$ cat src/rtl/field_wr_addr_gen.sv
// Frame-buffer write address generator for interlaced video: odd field lines land on even
// buffer rows, even field lines on odd rows, so one odd+even pair forms an interleaved frame.
module field_wr_addr_gen #(
  parameter int unsigned H_ACT = 720,
  parameter int unsigned V_ACT = 288,
  parameter int unsigned AW    = 20
) (
  input  logic          clk_in,
  input  logic          rst_n_in,
  input  logic          odd_field_tri,
  input  logic          even_field_tri,
  input  logic          de_in,
  output logic          wr_en,
  output logic [AW-1:0] wr_addr,
  output logic          field_id,
  output logic          frame_done,
  output logic          field_err
);

  localparam int unsigned PW = $clog2(H_ACT + 1);
  localparam int unsigned LW = $clog2(V_ACT + 1);

  localparam logic [PW-1:0] PixMax   = PW'(H_ACT);
  localparam logic [LW-1:0] LineMax  = LW'(V_ACT);
  localparam logic [AW-1:0] EvenBase = AW'(H_ACT);
  localparam logic [AW-1:0] LineStep = AW'(2 * H_ACT);

  typedef enum logic [1:0] {StIdle, StActive, StDone} state_e;

  state_e          state_q, state_d;
  logic            field_id_q, field_id_d;
  logic [LW-1:0]   line_cnt_q, line_cnt_d;
  logic [PW-1:0]   pix_cnt_q, pix_cnt_d;
  logic [AW-1:0]   line_base_q, line_base_d;
  logic            de_q, de_d;
  logic            skip_q, skip_d;
  logic            odd_done_q, odd_done_d;
  logic            wr_en_q, wr_en_d;
  logic [AW-1:0]   wr_addr_q, wr_addr_d;
  logic            frame_done_q, frame_done_d;
  logic            field_err_q, field_err_d;

  logic odd_only, even_only, both_tri;

  assign odd_only  = odd_field_tri & ~even_field_tri;
  assign even_only = even_field_tri & ~odd_field_tri;
  assign both_tri  = odd_field_tri & even_field_tri;

  always_comb begin
    state_d      = state_q;
    field_id_d   = field_id_q;
    line_cnt_d   = line_cnt_q;
    pix_cnt_d    = pix_cnt_q;
    line_base_d  = line_base_q;
    de_d         = 1'b0;
    skip_d       = skip_q;
    odd_done_d   = odd_done_q;
    wr_en_d      = 1'b0;
    wr_addr_d    = wr_addr_q;
    frame_done_d = 1'b0;
    field_err_d  = 1'b0;

    if (both_tri) begin
      state_d     = StIdle;
      field_err_d = 1'b1;
      odd_done_d  = 1'b0;
      skip_d      = 1'b0;
    end else if (odd_only || even_only) begin
      // A restart while still collecting lines means the previous field was truncated.
      if (state_q == StActive) begin
        field_err_d = 1'b1;
        odd_done_d  = 1'b0;
      end
      state_d     = StActive;
      field_id_d  = even_only;
      line_cnt_d  = '0;
      pix_cnt_d   = '0;
      line_base_d = even_only ? EvenBase : '0;
      // A line already in progress at the trigger is discarded until de_in drops.
      skip_d      = de_in;
    end else if (state_q == StActive) begin
      if (skip_q) begin
        skip_d = de_in;
      end else begin
        de_d = de_in;
        if (de_in) begin
          if (pix_cnt_q < PixMax) begin
            wr_en_d   = 1'b1;
            wr_addr_d = line_base_q + AW'(pix_cnt_q);
            pix_cnt_d = pix_cnt_q + 1'b1;
          end
        end else if (de_q) begin
          pix_cnt_d   = '0;
          line_cnt_d  = line_cnt_q + 1'b1;
          line_base_d = line_base_q + LineStep;
          if (line_cnt_q == LineMax - 1'b1) begin
            state_d = StDone;
            if (field_id_q) begin
              frame_done_d = odd_done_q;
              odd_done_d   = 1'b0;
            end else begin
              odd_done_d = 1'b1;
            end
          end
        end
      end
    end
  end

  always_ff @(posedge clk_in or negedge rst_n_in) begin
    if (!rst_n_in) begin
      state_q      <= StIdle;
      field_id_q   <= 1'b0;
      line_cnt_q   <= '0;
      pix_cnt_q    <= '0;
      line_base_q  <= '0;
      de_q         <= 1'b0;
      skip_q       <= 1'b0;
      odd_done_q   <= 1'b0;
      wr_en_q      <= 1'b0;
      wr_addr_q    <= '0;
      frame_done_q <= 1'b0;
      field_err_q  <= 1'b0;
    end else begin
      state_q      <= state_d;
      field_id_q   <= field_id_d;
      line_cnt_q   <= line_cnt_d;
      pix_cnt_q    <= pix_cnt_d;
      line_base_q  <= line_base_d;
      de_q         <= de_d;
      skip_q       <= skip_d;
      odd_done_q   <= odd_done_d;
      wr_en_q      <= wr_en_d;
      wr_addr_q    <= wr_addr_d;
      frame_done_q <= frame_done_d;
      field_err_q  <= field_err_d;
    end
  end

  assign wr_en      = wr_en_q;
  assign wr_addr    = wr_addr_q;
  assign field_id   = field_id_q;
  assign frame_done = frame_done_q;
  assign field_err  = field_err_q;

endmodule

$ cat config.mk
export PLATFORM = sky130hd
export DESIGN_NAME = field_wr_addr_gen
export DESIGN_NICKNAME = d
export VERILOG_FILES = /design/src/rtl/field_wr_addr_gen.sv
export SDC_FILE = /design/constraint.sdc
export NUM_CORES = 1
export LEC_CHECK = 0
export CAP_MARGIN = 20
export CORE_UTILIZATION = 35
export DETAILED_ROUTE_END_ITERATION = 16
export SLEW_MARGIN = 20
export SYNTH_ARGS = -nofsm -noshare
export SYNTH_HDL_FRONTEND = slang
export SYNTH_SLANG_ARGS = --single-unit
export TNS_END_PERCENT = 30
$ cat constraint.sdc
create_clock -name clk_in -period 4.5 [get_ports clk_in]
set_clock_uncertainty 0.05 [all_clocks]
set_input_delay 0.9 -clock clk_in [delete_from_list [all_inputs] [get_ports clk_in]]
set_output_delay 0.9 -clock clk_in [all_outputs]
set_load 0.005 [all_outputs]
## After elaboration in Yosys (flattened, before gate mapping)

Cells that the tools add are included.

- Register bits after elaboration: 68
- Input port bits: 5
- Output and inout bits: 24
- Logic and storage cells: 104

- $add $sub $neg: 4
- Order comparisons: 1
- Equal/unequal tests: 7
- Mux-type cells: 58
- Bitwise gates (word level): 8
- Reductions and logical operators: 14

Operators with widths:

| cell | count |
|---|---|
| 2-to-1 mux 20 bit | 5 |
| 2-to-1 mux 10 bit | 7 |
| 2-to-1 mux 9 bit | 5 |
| 2-to-1 mux 1 bit | 34 |
| adder 20 x 10 -> 20 bit | 1 |
| adder 20 x 11 -> 20 bit (second input constant) | 1 |
| AND reduction 5 bit | 4 |
| 2-to-1 mux 2 bit | 7 |
| nonzero test 3 bit | 4 |
| adder 10 x 1 -> 10 bit (second input constant) | 1 |
| < comparator 10 bit (second input constant) | 1 |
| adder 9 x 1 -> 9 bit (second input constant) | 1 |
| == test 9 bit (second input constant) | 1 |
| != test 3 x 1 -> 1 bit (second input constant) | 3 |
| AND reduction 6 bit | 1 |
| nonzero test 2 bit | 3 |
| inverter 1 bit | 5 |
| != test 2 x 1 -> 1 bit (second input constant) | 2 |
| AND 1 bit | 3 |
| == test 2 x 1 -> 1 bit (second input constant) | 1 |
| AND reduction 2 bit | 1 |
| logical OR 1 bit | 1 |

## Depth between registers and ports, before layout

Gate-level depths: netlist of run 1.

- Word-level depth: 8
- Mapped depth: 9
- Gate-level depth less buffers: 8

## Least setup slack after synthesis of run 1

OpenSTA, ideal clock, no wires.

- Path type: input to register
- From: in odd_field_tri
- To: reg wr_addr_q[14] (netlist: wr_addr[14])
- Arrival time: 2,616 ps
- Data required time: 4,381 ps
- Slack: 1,765 ps
- Stages: 8
- Path buffers: 1
- Cells stage by stage: inv_1 -> ha_1 -> buf_2 -> nor2b_1 -> nor3b_4 -> nand2_4 -> or4_1 -> nand3_1

- Word-level cells in the longest chain between the ends: 5
- Elaborated cells on any way between the ends: 8

Ends and longest elaborated chain:

| element | RTL line | text |
|---|---|---|
| start, declared | 10 | `input logic odd_field_tri,` |
| inverter 1 bit | 46 | `assign even_only = even_field_tri & ~odd_field_tri;` |
| AND 1 bit | 46 |  |
| logical OR 1 bit | 68 | `end else if (odd_only \|\| even_only) begin` |
| inverter 1 bit (no source line) | - |  |
| AND reduction 6 bit (no source line) (*) | - |  |
| end signal, assigned | 134 | `wr_addr_q <= wr_addr_d;` |
| end, declared | 39 | `logic [AW-1:0] wr_addr_q, wr_addr_d;` |

Every way passes the cells marked *; elsewhere a longest branch is shown, timed or not.
A chain may end at the register's enable or synchronous reset.

## Final worst setup path of run 1

Ends and elaborated chain as after synthesis.

==> impl_metrics.csv, run 1 <==
group,metric,value,unit
status,status,"finished, final reports clean",
pwr,p_leak,1.701,nW
synth,synth_area,0.003548,mm2
worst_setup_path,end_kind,"register",
clocking,cts-root-buf,"clkbuf_8",
floorplan,core,0.009819,mm2
route,drc_errors,0,
grt,grt_pass1_wl,13530,um
route,vias_per_cell,5.273,
placed_design,gp_congestion,0.7713,
sta,tightest_slew,0.8315,ns
clocking,cts.sink_count,64,
placed_design,dpl.hpwl,5453,um
placed_design,port_buffers,28,
floorplan,die_width,102.7,um
placed_design,dpl_worst_slack,0.6662,ns
grt,grt_pass1_vias,2739,
grt,antenna_found_initial,0,
worst_setup_path,ff2ff_setup_slack,2.25,ns
synth,synth-seq-cells,64,
worst_setup_path,critPathLaunchType,"primary input",
floorplan,die_h,102.7,um
worst_setup_path,crit_type,"in -> reg",
cells_and_area,drive_gt1_share,7.212,%
floorplan,initial_core_util,36.14,%
pwr,p_int,1.135,mW
cells_and_area,syn_to_final_growth,16.11,%
worst_setup_path,worstPathMaxFanout,37,
worst_setup_path,arrival,3.75,ns
sta,fin_setup_tns,0,ns
clocking,cts_setup_buffers,0,
synth,yosys-top-cells-area,"dfrtp_1, xnor2_1, ha_1",
cells_and_area,stdcell_count,549,
sta,max_freq,283.3,MHz
worst_setup_path,reg2reg_from,"state_q[1]$_DFFE_PN0P_",
sta,whs,0.4290,ns
pwr,combPwrFrac,29.2,%
synth,syn_nets,403,
synth,synthFlopType,"dfrtp_1",
cells_and_area,diodes,0,
pwr,switchingPower,0.5875,mW
clocking,ctsHoldBuffers,0,
clocking,clk_pin_slew_worst_paths,0.06,ns
floorplan,dieArea,0.01055,mm2
clocking,insertion_delay,0.34,ns
synth,netlist_instances,385,
grt,grt-ovfl-total,0,
placed_design,dpl.cell_count,533,
synth,yosysTopAreaCellShare,45.13,%
worst_setup_path,rr_endpoint,"wr_addr[14]$_DFFE_PN0P_",
synth,synth_area_leader_cell,"dfrtp_1",
worst_setup_path,endpoint,"wr_addr[14]$_DFFE_PN0P_",
cells_and_area,final_nets,429,
synth,yosysSeqAreaShare,45.13,%
sta,hold_viol,0,
synth,yosys_warnings,0,
clocking,cts-buffers-inserted,9,
route,ant_nets,0,
sta,setup_violations,0,
synth,yosysUniqueCellTypes,53,
synth,synth-async-reset-ratio,100.0,%
synth,synth.most_common_cell,"dfrtp_1",
sta,slew_headroom,44.57,%
worst_setup_path,cp.required,4.72,ns
sta,rsz0062_at_grt,"no",
worst_setup_path,worstRegToRegCells,5,
sta,setup_slack,0.9700,ns
run,drv_cap,0,
sta,fin_crit_sh,78.44,%
route,drt_iter0_markers,138,
route,wl_per_cell,14.10,um
min_path,hold_class,"reg -> reg",
clocking,post_cts_resized,0,
clocking,cts_tree,"built",
grt,grt_usage,16.42,%
synth,syn_avg_cell_area,9.217,um2
sta,slew_viol_final,0,
route,routed_wl,7739,um
clocking,clk_path_buf_depth,2,
clocking,htreeDepth,3,
pwr,peakVddDrop,0.0001901,V
route,num_vias,2895,
worst_setup_path,crit_start,"odd_field_tri",
route,drtPass1Iterations,4,
floorplan,rows,36,
pwr,power_density,418.1,mW/mm2
pwr,swShare,34.10,%
grt,grt_max_degree,38,
pwr,seq_power_share,45.7,%
sta,period_needed,3.530,ns
floorplan,ioPinCount,29,
pwr,p_clk_share,25.1,%
synth,yosys-top-cells-count,"dfrtp_1, nor2_1, nand2_1",
synth,synth_edf_count,0,
worst max-delay path: stages:
cell and delay (ns):
clkdlybuf4s50_1 0.49, inv_1 0.07, ha_1 0.53, nor2b_1 0.53, nor3b_4 0.33, nand2_4 0.24, or4_1 0.56, nand3_1 0.09
worst min path at each step:
stage | from | to | cells after the start
after global routing | wr_addr[16]$_DFFE_PN0P_ | wr_addr[16]$_DFFE_PN0P_ | 2
final | wr_addr[8]$_DFFE_PN0P_ | wr_addr[8]$_DFFE_PN0P_ | 2
after CTS | wr_addr[8]$_DFFE_PN0P_ | wr_addr[8]$_DFFE_PN0P_ | 2
after detailed placement | wr_addr[8]$_DFFE_PN0P_ | wr_addr[8]$_DFFE_PN0P_ | 2
after global placement | wr_addr[1]$_DFFE_PN0P_ | wr_addr[1]$_DFFE_PN0P_ | 2
after floorplan | odd_done_q$_DFFE_PN0P_ | odd_done_q$_DFFE_PN0P_ | 1
through the flow:
stage	area (um2)	power, mW	utilization, %
6_report	4120	1.723	41.96
5_1_grt	4120	1.857	41.96
4_1_cts	4120	1.741	41.96
3_5_place_dp	3954	1.303	40.27
3_3_place_gp	3954	1.292	40.27
2_1_floorplan	3548	1.102	-
registers in the layout, indices dropped and copies added (netlist names):
signal       flops
wr_en            1
de_q             1
state_q          2
line_base_q     16
field_err        1
odd_done_q       1
line_cnt_q       9
skip_q           1
frame_done       1
field_id         1
pix_cnt_q       10
wr_addr         20
metal layers:
metal	GRT usage, %	up-vias	part of all wire [%]
li1	-	1438	-
met1	23.71	1378	51
met2	24.72	73	44
met3	3.458	6	3.9
met4	4.615	0	0.94
met5	0	-	0
kinds of logic (layout without fill, tap and decap cells):
group,Yosys count,after routing,share of synthesized area [%]
multiplexers,7,7,2.080
AO/OA/AOI/OAI,83,83,14.67
adder cells (fa/ha/maj),13,13,4.584
other,1,1,0.1057
flip-flops,64,64,45.13
buffers and inverters,33,64,3.561
AND/OR/NAND/NOR,151,151,21.72
XOR/XNOR,33,33,8.145
placed cells by master, fill, tap and decap left out, types with 4 or more instances in the layout:
cell type / synthesis / layout
o211ai_1: 4 / 4
nand4_1: 7 / 7
nor2_1: 39 / 39
or3_1: 5 / 5
mux2i_1: 4 / 4
clkdlybuf4s50_1: 0 / 27
clkbuf_8: 0 / 10
xor2_1: 7 / 7
ha_1: 13 / 13
nor3_1: 10 / 10
nand2_1: 37 / 37
buf_4: 0 / 4
nor4_1: 13 / 13
dfrtp_1: 64 / 64
nand3_1: 16 / 16
inv_1: 14 / 14
o21ai_1: 15 / 15
a21oi_1: 18 / 18
xnor2_1: 26 / 26
nor4b_1: 5 / 5
o21ai_0: 17 / 17
power groups by stage:
stage | Combinational (mW) | Clock (mW) | Sequential, mW
CTS | 0.507 | 0.447 | 0.787
detailed placement | 0.505 | 0 | 0.798
global route | 0.581 | 0.467 | 0.809
global placement | 0.498 | 0 | 0.794
finish | 0.503 | 0.432 | 0.787
floorplan | 0.343 | 0 | 0.760
layout make-up:
class	count	area [um2]
fill	1036	5699
multi-input combinational	288	1821
sequential	64	1602
timing repair buffer	32	305.3
tap	133	166.4
clock buffer	13	148.9
inverter	16	60.06
clock inverter	3	17.52
Power figures use the tool's default switching activity.
==> run 2, diff against run 1 <==
clock period = 3.6 ns   (was 4.5 ns; I/O delays follow)
==> impl_metrics.csv, run 2 (same netlist as run 1, synthesis figures left out) <==
group,metric,value,unit
clocking,cts.sink_count,64,
clocking,htreeDepth,3,
route,drc_errors,0,
worst_setup_path,end_kind,"register",
clocking,cts_tree,"built",
cells_and_area,final_common_cell,"dfrtp_1",
cells_and_area,final_cell_mix,"dfrtp_1, nor2_1, nand2_1",
worst_setup_path,cp.required,3.78,ns
placed_design,dpl.cell_count,539,
clocking,post_cts_resized,0,
worst_setup_path,rr_endpoint,"wr_addr[19]$_DFFE_PN0P_",
cells_and_area,drive_gt1_share,8.768,%
floorplan,ioPinCount,29,
worst_setup_path,crit_type,"in -> reg",
grt,grt_usage,16.03,%
route,drt_iter0_markers,109,
sta,fin_setup_tns,0,ns
route,vias_per_cell,5.081,
cells_and_area,diodes,0,
worst_setup_path,arrival,3.17,ns
clocking,cts-root-buf,"clkbuf_8",
pwr,p_leak,1.736,nW
worst_setup_path,endpoint,"line_cnt_q[7]$_DFFE_PN0P_",
pwr,combPwrFrac,29.6,%
placed_design,dpl_worst_slack,0.2766,ns
worst_setup_path,worstRegToRegCells,6,
pwr,p_clk_share,24.7,%
pwr,peakVddDrop,0.0002917,V
placed_design,port_buffers,28,
status,status,"finished, final reports clean",
cells_and_area,final_nets,435,
pwr,power_density,517.6,mW/mm2
sta,setup_slack,0.6159,ns
route,ant_nets,0,
sta,fin_crit_sh,82.89,%
sta,setup_violations,0,
clocking,ctsHoldBuffers,0,
min_path,hold_class,"in -> async",
grt,grt_pass1_wl,13210,um
sta,hold_viol,0,
cells_and_area,syn_to_final_growth,17.35,%
sta,slew_headroom,55.00,%
worst_setup_path,reg2reg_from,"line_base_q[9]$_DFFE_PN0P_",
grt,grt_max_degree,30,
clocking,clk_pin_slew_worst_paths,0.07,ns
pwr,p_int,1.425,mW
placed_design,dpl.hpwl,5466,um
route,drtPass1Iterations,4,
grt,grt-ovfl-total,0,
clocking,insertion_delay,0.35,ns
floorplan,rows,36,
placed_design,gp_congestion,0.7952,
floorplan,die_width,102.7,um
cells_and_area,stdcell_count,555,
sta,period_needed,2.984,ns
worst_setup_path,ff2ff_setup_slack,1.39,ns
grt,grt_pass1_vias,2773,
sta,slew_viol_final,0,
clocking,cts-buffers-inserted,9,
floorplan,initial_core_util,36.14,%
pwr,switchingPower,0.7304,mW
route,routed_wl,7500,um
floorplan,die_h,102.7,um
worst_setup_path,critPathLaunchType,"primary input",
route,wl_per_cell,13.51,um
pwr,seq_power_share,45.7,%
worst_setup_path,worstPathMaxFanout,15,
pwr,swShare,33.89,%
floorplan,dieArea,0.01055,mm2
clocking,cts_setup_buffers,0,
route,num_vias,2820,
cells_and_area,largest_reg_flops,20,
sta,rsz0062_at_grt,"no",
sta,max_freq,335.1,MHz
floorplan,core,0.009819,mm2
grt,antenna_found_initial,0,
sta,tightest_slew,0.6750,ns
run,drv_cap,0,
worst_setup_path,crit_start,"even_field_tri",
clocking,clk_path_buf_depth,2,
[run 2: changes by cell type in the layout (fill, tap and decap cells not counted), sizes merged]
cell      previous run  this run
clkbuf              13        12
clkinvlp             1         0
buf                  5        11
clkinv               2         4
[run 2: worst min-delay path by stage]
| stage | start | end | slack [ns] | cells past startpoint |
|---|---|---|---|---|
| after floorplan | rst_n_in | de_q$_DFF_PN0_ | 0.37 | 0 |
| after global placement | wr_addr[1]$_DFFE_PN0P_ | wr_addr[1]$_DFFE_PN0P_ | 0.41 | 2 |
| after detailed placement | wr_addr[9]$_DFFE_PN0P_ | wr_addr[9]$_DFFE_PN0P_ | 0.43 | 2 |
| after CTS | rst_n_in | frame_done$_DFF_PN0_ | 0.23 | 1 |
| after global routing | rst_n_in | frame_done$_DFF_PN0_ | 0.24 | 1 |
| final | rst_n_in | field_id$_DFFE_PN0P_ | 0.23 | 1 |
[run 2: layout make-up]
cell class / count / area [um2]
Inverter: 16 / 60.06
Tap cell: 133 / 166.4
Timing Repair Buffer: 38 / 350.3
Clock inverter: 4 / 20.02
Sequential cell: 64 / 1602
Fill cell: 1003 / 5655
Multi-Input combinational cell: 288 / 1821
Clock buffer: 12 / 145.1
[run 2: stage by stage]
step                power, mW  hold WS, ns  area (um2)  util [%]
finish                  2.155       0.2273        4164     42.41
CTS                     2.180       0.2286        4164     42.41
global placement        1.622       0.4108        3999     40.72
detailed placement      1.637       0.4259        3999     40.72
floorplan               1.378       0.3744        3548         -
global route            2.319       0.2449        4164     42.41
[run 2: worst max-delay path, cell delays in order]
cell	delay (ns)
clkdlybuf4s50_1	0.51
inv_1	0.05
ha_1	0.46
inv_2	0.12
a21o_1	0.34
nor4_1	0.59
a21oi_1	0.14
a31o_2	0.23
[run 2: routing by layer]
layer  GRT usage (%)  vias to the layer above  wire (um)
li1                -                     1445          -
met1           21.73                     1307       3776
met2           25.23                       56       3272
met3           4.136                       12        342
met4           4.615                        0        108
met5               0                        -          0
[run 2: power groups by stage]
| stage | clock network [mW] | registers (mW) | logic [mW] |
|---|---|---|---|
| floorplan | 0 | 0.949 | 0.429 |
| global placement | 0 | 0.993 | 0.629 |
| detailed placement | 0 | 0.998 | 0.639 |
| CTS | 0.552 | 0.985 | 0.643 |
| global route | 0.588 | 1.01 | 0.723 |
| finish | 0.532 | 0.984 | 0.639 |
==> run 3, diff against run 2 <==
clock period = 2.6 ns   (was 3.6 ns; I/O delays follow)
==> impl_metrics.csv, run 3 (same netlist as run 1, synthesis figures left out) <==
group,metric,value,unit
status,status,"finished, final reports clean",
min_path,hold_class,"in -> async",
clocking,cts-root-buf,"clkbuf_8",
clocking,cts_tree,"built",
cells_and_area,stdcell_count,576,
grt,antenna_found_initial,0,
pwr,power,3.145,mW
cells_and_area,syn_to_final_growth,23.45,%
placed_design,postPlaceCellArea,0.004169,mm2
route,wl_per_cell,13.31,um
sta,whs,0.1627,ns
sta,hold_viol,0,
sta,period_needed,2.439,ns
grt,grt_pass1_vias,2916,
sta,setup_violations,0,
floorplan,die_width,102.7,um
clocking,ctsHoldBuffers,0,
sta,fin_crit_sh,93.81,%
grt,grt_pass1_wl,13450,um
worst_setup_path,crit_start,"odd_field_tri",
floorplan,core,0.009819,mm2
pwr,power_density,718.0,mW/mm2
clocking,cts_setup_buffers,0,
placed_design,port_buffers,28,
worst_setup_path,endpoint,"pix_cnt_q[8]$_DFFE_PN0P_",
route,drc_errors,0,
grt,grt-ovfl-total,0,
floorplan,rows,36,
worst_setup_path,end_kind,"register",
pwr,peakVddDrop,0.0002835,V
placed_design,dpl_worst_slack,-0.2310,ns
route,num_vias,2955,
worst_setup_path,arrival,2.63,ns
sta,slew_viol_final,0,
route,drt_iter0_markers,156,
worst_setup_path,slowest_stage,"clkdlybuf4s50_1",
route,ant_nets,0,
grt,grt_max_degree,37,
cells_and_area,drive_gt1_share,13.54,%
run,drv_cap,0,
cells_and_area,finish.utilization,44.61,%
sta,setup_slack,0.1611,ns
sta,max_freq,410.0,MHz
cells_and_area,final_area,0.004380,mm2
sta,slew_headroom,55.08,%
worst_setup_path,worstPathMaxFanout,8,
floorplan,die_h,102.7,um
placed_design,gp_congestion,0.8170,
placed_design,dpl.hpwl,5778,um
cells_and_area,final_cell_mix,"dfrtp_1, nor2_1, nand2_1",
worst_setup_path,reg2reg_from,"line_base_q[9]$_DFFE_PN0P_",
cells_and_area,final_nets,456,
floorplan,dieArea,0.01055,mm2
sta,fin_setup_tns,0,ns
worst_setup_path,cpMostUsedCell,"buf_4",
clocking,htreeDepth,3,
clocking,cts.sink_count,64,
worst_setup_path,critPathMaxStageDelay,0.49,ns
cells_and_area,final_common_cell,"dfrtp_1",
cells_and_area,largest_reg_flops,20,
worst_setup_path,critPathLaunchType,"primary input",
clocking,clk_path_buf_depth,2,
worst_setup_path,path_cells,"clkdlybuf4s50_1 > inv_1 > ha_1 > nor2b_1 > buf_4 > o211a_1 > buf_4 > nor4_1 > xnor2_1 > nor2_1",
worst_setup_path,crit_type,"in -> reg",
sta,tightest_slew,0.6738,ns
worst_setup_path,ff2ff_setup_slack,0.39,ns
clocking,insertion_delay,0.34,ns
floorplan,initial_core_util,36.14,%
clocking,clk_pin_slew_worst_paths,0.07,ns
route,routed_wl,7669,um
clocking,cts-buffers-inserted,9,
worst_setup_path,cp.required,2.79,ns
sta,rsz0062_at_grt,"no",
grt,grt_usage,16.39,%
cells_and_area,diodes,0,
floorplan,ioPinCount,29,
pwr,p_leak,1.861,nW
worst_setup_path,worstRegToRegCells,6,
route,drtPass1Iterations,4,
worst_setup_path,rr_endpoint,"wr_addr[19]$_DFFE_PN0P_",
clocking,post_cts_resized,0,
placed_design,dpl.cell_count,560,
route,vias_per_cell,5.130,
## run 3: cell types whose count changed in the layout (fill, tap and decap cells not counted), sizes merged
| cell | delta |
|---|---|
| buf | +21 |
| clkinv | -2 |
| bufinv | +1 |
| clkbuf | +1 |
## run 3: worst min path at each step
stage                                      start                         to  slack (ns)  cells past startpoint
after floorplan                         rst_n_in             de_q$_DFF_PN0_        0.17                      0
after global placement    wr_addr[1]$_DFFE_PN0P_     wr_addr[1]$_DFFE_PN0P_        0.41                      2
after detailed placement  wr_addr[1]$_DFFE_PN0P_     wr_addr[1]$_DFFE_PN0P_        0.42                      2
after CTS                               rst_n_in  line_cnt_q[4]$_DFFE_PN0P_        0.18                      1
after global routing                    rst_n_in  line_cnt_q[4]$_DFFE_PN0P_        0.22                      1
final                                   rst_n_in  line_cnt_q[4]$_DFFE_PN0P_        0.16                      1
## run 3: critical path, delay by kind of cell
family | cells | cell delay, ns
compound gates | 1 | 0.16
buf+inv | 4 | 0.87
fa+ha+maj | 1 | 0.43
simple gates | 3 | 0.49
xor+xnor | 1 | 0.16
## run 3: area by class of cell
class	instances	area (um2)
clock buffer	13	158.9
multi-input combinational	288	1833
fill	999	5439
clock inverter	3	40.04
timing repair buffer	59	520.5
inverter	16	60.06
tap	133	166.4
sequential	64	1602
## run 3: routing by layer
layer  routed length (um)  GRT usage [%]  vias to the layer above  part of all wire, %
met5                    0              0                        -                    0
met3                  307          3.051                       12                  4.0
li1                     -              -                     1484                    -
met2                 3367          25.03                       70                   44
met4                  125          6.923                        0                  1.6
met1                 3869          22.76                     1389                   50
## run 3: power by group
part | switching, mW | total, mW | leakage, nW | internal [mW]
logic | 0.451 | 0.926 | 0.894 | 0.475
clock network | 0.370 | 0.863 | 0.103 | 0.493
registers | 0.186 | 1.36 | 0.863 | 1.17
total | 1.01 | 3.15 | 1.86 | 2.14
==> edit 1 (flow settings as in run 3) <==
Put one more register stage on the output `wr_addr`, without a reset. The value now appears one clock later. The other outputs are not delayed to match.
--- a/src/rtl/field_wr_addr_gen.sv
+++ b/src/rtl/field_wr_addr_gen.sv
@@ -140,3 +140,5 @@
   assign wr_en      = wr_en_q;
-  assign wr_addr    = wr_addr_q;
+  always_ff @(posedge clk_in) begin
+    wr_addr <= wr_addr_q;
+  end
   assign field_id   = field_id_q;
Check against the original RTL: not equivalent (a bounded check fails within 4 cycles, from zero or initial values and one cycle with rst_n_in low).
==> edit 1 against run 3 <==
Sequential cell count is 20 higher; area after synthesis is 12% higher; total power is 25% higher; wire length is 6.7% higher; worst setup slack better by 0.088 ns; clock power is 40% higher; core utilization is 0.40 points lower; cell area is 10% higher; die area is 12% higher.
==> edit 1: results (changes against run 3) <==
{| class="wikitable"
! Metric !! Value
|-
| Outcome || completed (unchanged)
|-
| Hold slack final || 0.152 ns (was 0.163 ns)
|-
| Leading post-synthesis cells by cell area || sky130_fd_sc_hd__dfrtp_1, sky130_fd_sc_hd__dfxtp_1, sky130_fd_sc_hd__o21ai_0 (was sky130_fd_sc_hd__dfrtp_1, sky130_fd_sc_hd__xnor2_1, sky130_fd_sc_hd__ha_1)
|-
| Adder-cell share of the synthesized area || 4.09% (was 4.58%)
|-
| Power density normalized to cell area || 811 nW/µm² (was 718 nW/µm²)
|-
| Global-route wire length before repair || 14.4 mm (was 13.4 mm)
|-
| Placement-stage worst setup slack || -0.0964 ns (was -0.231 ns)
|-
| Post-synth top cells || sky130_fd_sc_hd__dfrtp_1, sky130_fd_sc_hd__nand2_1, sky130_fd_sc_hd__o21ai_0 (was sky130_fd_sc_hd__dfrtp_1, sky130_fd_sc_hd__nor2_1, sky130_fd_sc_hd__nand2_1)
|-
| Routed wl met2 || 3.74 mm (was 3.37 mm)
|-
| Met3 usage || 2.77% (was 3.05%)
|-
| Clk root buf || sky130_fd_sc_hd__clkbuf_16 (was sky130_fd_sc_hd__clkbuf_8)
|-
| Mux contribution to synthesized area || 0.850% (was 2.08%)
|-
| Count of vias placed by the detailed router || 3,037 (was 2,955)
|-
| Maximum resistive drop on vdd || 427 µV (was 284 µV)
|-
| Avg Cell Area, Syn || 9.93 µm² (was 9.22 µm²)
|-
| Detailed-routing wirelength on met1 || 4.10 mm (was 3.87 mm)
|-
| Net count after synthesis || 418 (was 403)
|-
| Met1 global-route usage || 21.3% (was 22.8%)
|-
| Worst R2R End || wr_addr_q[11] (was wr_addr[19])
|-
| Detailed-router iteration count before antenna repair || 5 (was 4)
|-
| Post-DP Area || 4550 µm² (was 4170 µm²)
|-
| Fraction of registers with async set/reset || 76.2% (was 100%)
|-
| Power consumed by sequential cells || 1.77 mW (was 1.36 mW)
|-
| Net count reported at finish || 468 (was 456)
|-
| Largest net degree at the start of global routing || 65 (was 37)
|-
| Xor/xnor share of the synthesized area || 6.39% (was 8.15%)
|-
| Worst Setup EP || pix_cnt_q[5] (was pix_cnt_q[8])
|-
| R2r startpoint || line_base_q[7] (was line_base_q[9])
|-
| Grt met2 use || 24.5% (was 25.0%)
|-
| Number of distinct library cells after synthesis || 59 (was 53)
|-
| WL met3 || 234 µm (was 307 µm)
|-
| Worst Path Max Fanout || 5 (was 8)
|}
## edit 1: cell types whose count changed in the layout (fill, tap and decap cells not counted), moves of 9 or more
cell                        delta
sky130_fd_sc_hd__o21ai_1      -14
sky130_fd_sc_hd__o21ai_0      +21
sky130_fd_sc_hd__nand2_1       +9
sky130_fd_sc_hd__clkbuf_16     +9
sky130_fd_sc_hd__clkbuf_8     -11
sky130_fd_sc_hd__dfxtp_1      +20
## edit 1: final cells by class
class / instances / area (µm²)
multi-input combinational: 291 / 1830
timing repair buffer: 53 / 500
tap: 140 / 175
clock inverter: 7 / 57.6
inverter: 11 / 41.3
fill: 1069 / 6100
clock buffer: 9 / 225
sequential: 84 / 2000
==> edit 2 (config.mk and constraints of run 3) <==
Made on the original files. `V_ACT`: 288 -> 144.
--- a/src/rtl/field_wr_addr_gen.sv
+++ b/src/rtl/field_wr_addr_gen.sv
@@ -4,3 +4,3 @@
   parameter int unsigned H_ACT = 720,
-  parameter int unsigned V_ACT = 288,
+  parameter int unsigned V_ACT = 144,
   parameter int unsigned AW    = 20
Check against the original RTL: same outputs for any inputs over 4 cycles, from zero or initial values and one cycle with rst_n_in low; that may be too few to reach the edited logic, so the function may still have changed.
==> edit 2 against run 3 <==
Global-route usage decreased by 0.39 points; total power increased by 9.2%; sequential cell count decreased by 1; cell area decreased by 4.0%; critical path depth decreased by 2; final cell count decreased by 5.9%; wire length decreased by 6.6%; die area decreased by 5.3%; worst setup slack improved by 0.026 ns; area after synthesis decreased by 5.4%; register-to-register slack improved by 0.05 ns; critical endpoint unchanged; largest power group unchanged.
==> edit 2: results (changes against run 3) <==
{| class="wikitable"
! Metric !! Value
|-
| R2R cell count || 7 (was 6)
|-
| Post-synth top cells || sky130_fd_sc_hd__dfrtp_1, sky130_fd_sc_hd__nand2_1, sky130_fd_sc_hd__o21ai_0 (was sky130_fd_sc_hd__dfrtp_1, sky130_fd_sc_hd__nor2_1, sky130_fd_sc_hd__nand2_1)
|-
| Grt met2 use || 24.3% (was 25.0%)
|-
| Total wire length || 7.16 mm (was 7.67 mm)
|-
| Placed wire-length estimate || 5.17 mm (was 5.78 mm)
|-
| Outcome || completed (unchanged)
|-
| Net count after synthesis || 371 (was 403)
|-
| Sequential element share of the synthesized area || 47.0% (was 45.1%)
|-
| Worst R2R End || wr_addr[18] (was wr_addr[19])
|-
| Proportion of layout cells with a drive suffix above 1 || 13.6% (was 13.5%)
|-
| Global-route wire length before repair || 12.5 mm (was 13.4 mm)
|-
| Final estimated routing congestion in global placement || 0.914 (was 0.817)
|-
| Net count reported at finish || 425 (was 456)
|-
| Largest net degree at the start of global routing || 64 (was 37)
|-
| Non-filler cells, final || 542 (was 576)
|-
| Slowest stage cell, crit path || sky130_fd_sc_hd__or4_1 (was sky130_fd_sc_hd__clkdlybuf4s50_1)
|-
| Vias in the first global route || 2,613 (was 2,916)
|-
| Worst Path Max Fanout || 7 (was 8)
|-
| R2r startpoint || line_base_q[7] (was line_base_q[9])
|-
| Worst reg-to-reg setup slack || 0.44 ns (was 0.39 ns)
|-
| Met3 usage || 5.01% (was 3.05%)
|-
| Maximum resistive drop on vdd || 415 µV (was 284 µV)
|-
| Max transition margin || 71.8% (was 55.1%)
|-
| Avg Cell Area, Syn || 9.48 µm² (was 9.22 µm²)
|-
| Global Route Usage Sum || 16.0% (was 16.4%)
|-
| Vias per std cell || 4.98 (was 5.13)
|-
| Leading post-synthesis cells by cell area || sky130_fd_sc_hd__dfrtp_1, sky130_fd_sc_hd__xnor2_1, sky130_fd_sc_hd__nand2_1 (was sky130_fd_sc_hd__dfrtp_1, sky130_fd_sc_hd__xnor2_1, sky130_fd_sc_hd__ha_1)
|-
| Number of buffers inserted during clock tree synthesis || 9 (unchanged)
|-
| Internal Pwr Total || 2.37 mW (was 2.14 mW)
|-
| Violation count after the first detailed-route iteration || 155 (was 156)
|}
[edit 2: metrics by stage]
stage	util, %	area (µm²)	hold slack [ns]
floorplan	-	3360	0.174
global placement	42.7	3970	0.410
detailed placement	42.7	3970	0.413
CTS	45.3	4210	0.131
global route	45.3	4210	0.140
finish	45.3	4210	0.117
[edit 2: layout make-up]
class	instances	area, µm²
fillers	932	5080
well taps	129	161
clock buffers	10	128
inverters	12	45.0
flip-flops and latches	63	1580
multi-input cells	266	1660
clock inverters	6	109
repair buffers	56	523
[edit 2: kinds of logic (layout without fill, tap and decap cells)]
family | count (synthesis) | after routing | synth area share, %
xor gates and xnor gates | 25 | 25 | 6.52
adders and majority gates | 12 | 12 | 4.47
and+or+nand+nor | 146 | 146 | 22.1
muxes | 5 | 5 | 1.53
AOI/OAI and AO/OA | 78 | 78 | 14.9
DFF | 63 | 63 | 47.0
buffers and inverters | 25 | 84 | 3.50
[edit 2: worst max path at each step]
stage                  startpoint            to  slack [ns]
floorplan           odd_field_tri  pix_cnt_q[8]        0.38
global placement    odd_field_tri  pix_cnt_q[5]       -0.10
detailed placement  odd_field_tri  pix_cnt_q[8]       -0.15
CTS                 odd_field_tri  pix_cnt_q[8]        0.20
global route        odd_field_tri  pix_cnt_q[8]        0.01
finish              odd_field_tri  pix_cnt_q[8]        0.19
[edit 2: power groups by stage]
stage	clock (mW)	sequential (mW)	combinational [mW]
2_1_floorplan	0	1.37	0.594
3_5_place_dp	0	1.39	1.04
3_3_place_gp	0	1.39	1.03
6_report	1.02	1.37	1.04
4_1_cts	1.05	1.37	1.05
5_1_grt	1.09	1.41	1.17
[edit 2: worst register-to-register path, delay by kind of cell (launching register included)]
| kind | cells | cell delay (ns) |
|---|---|---|
| buf+inv | 1 | 0.18 |
| fa+ha+maj | 1 | 0.36 |
| compound gates | 2 | 0.27 |
| flops | 1 | 0.47 |
| simple gates | 3 | 0.75 |
[edit 2: layer usage]
layer / wire [µm] / share of wire, %
met1: 3670 / 51
met2: 3170 / 44
met3: 276 / 3.9
met4: 55 / 0.77
met5: 0 / 0
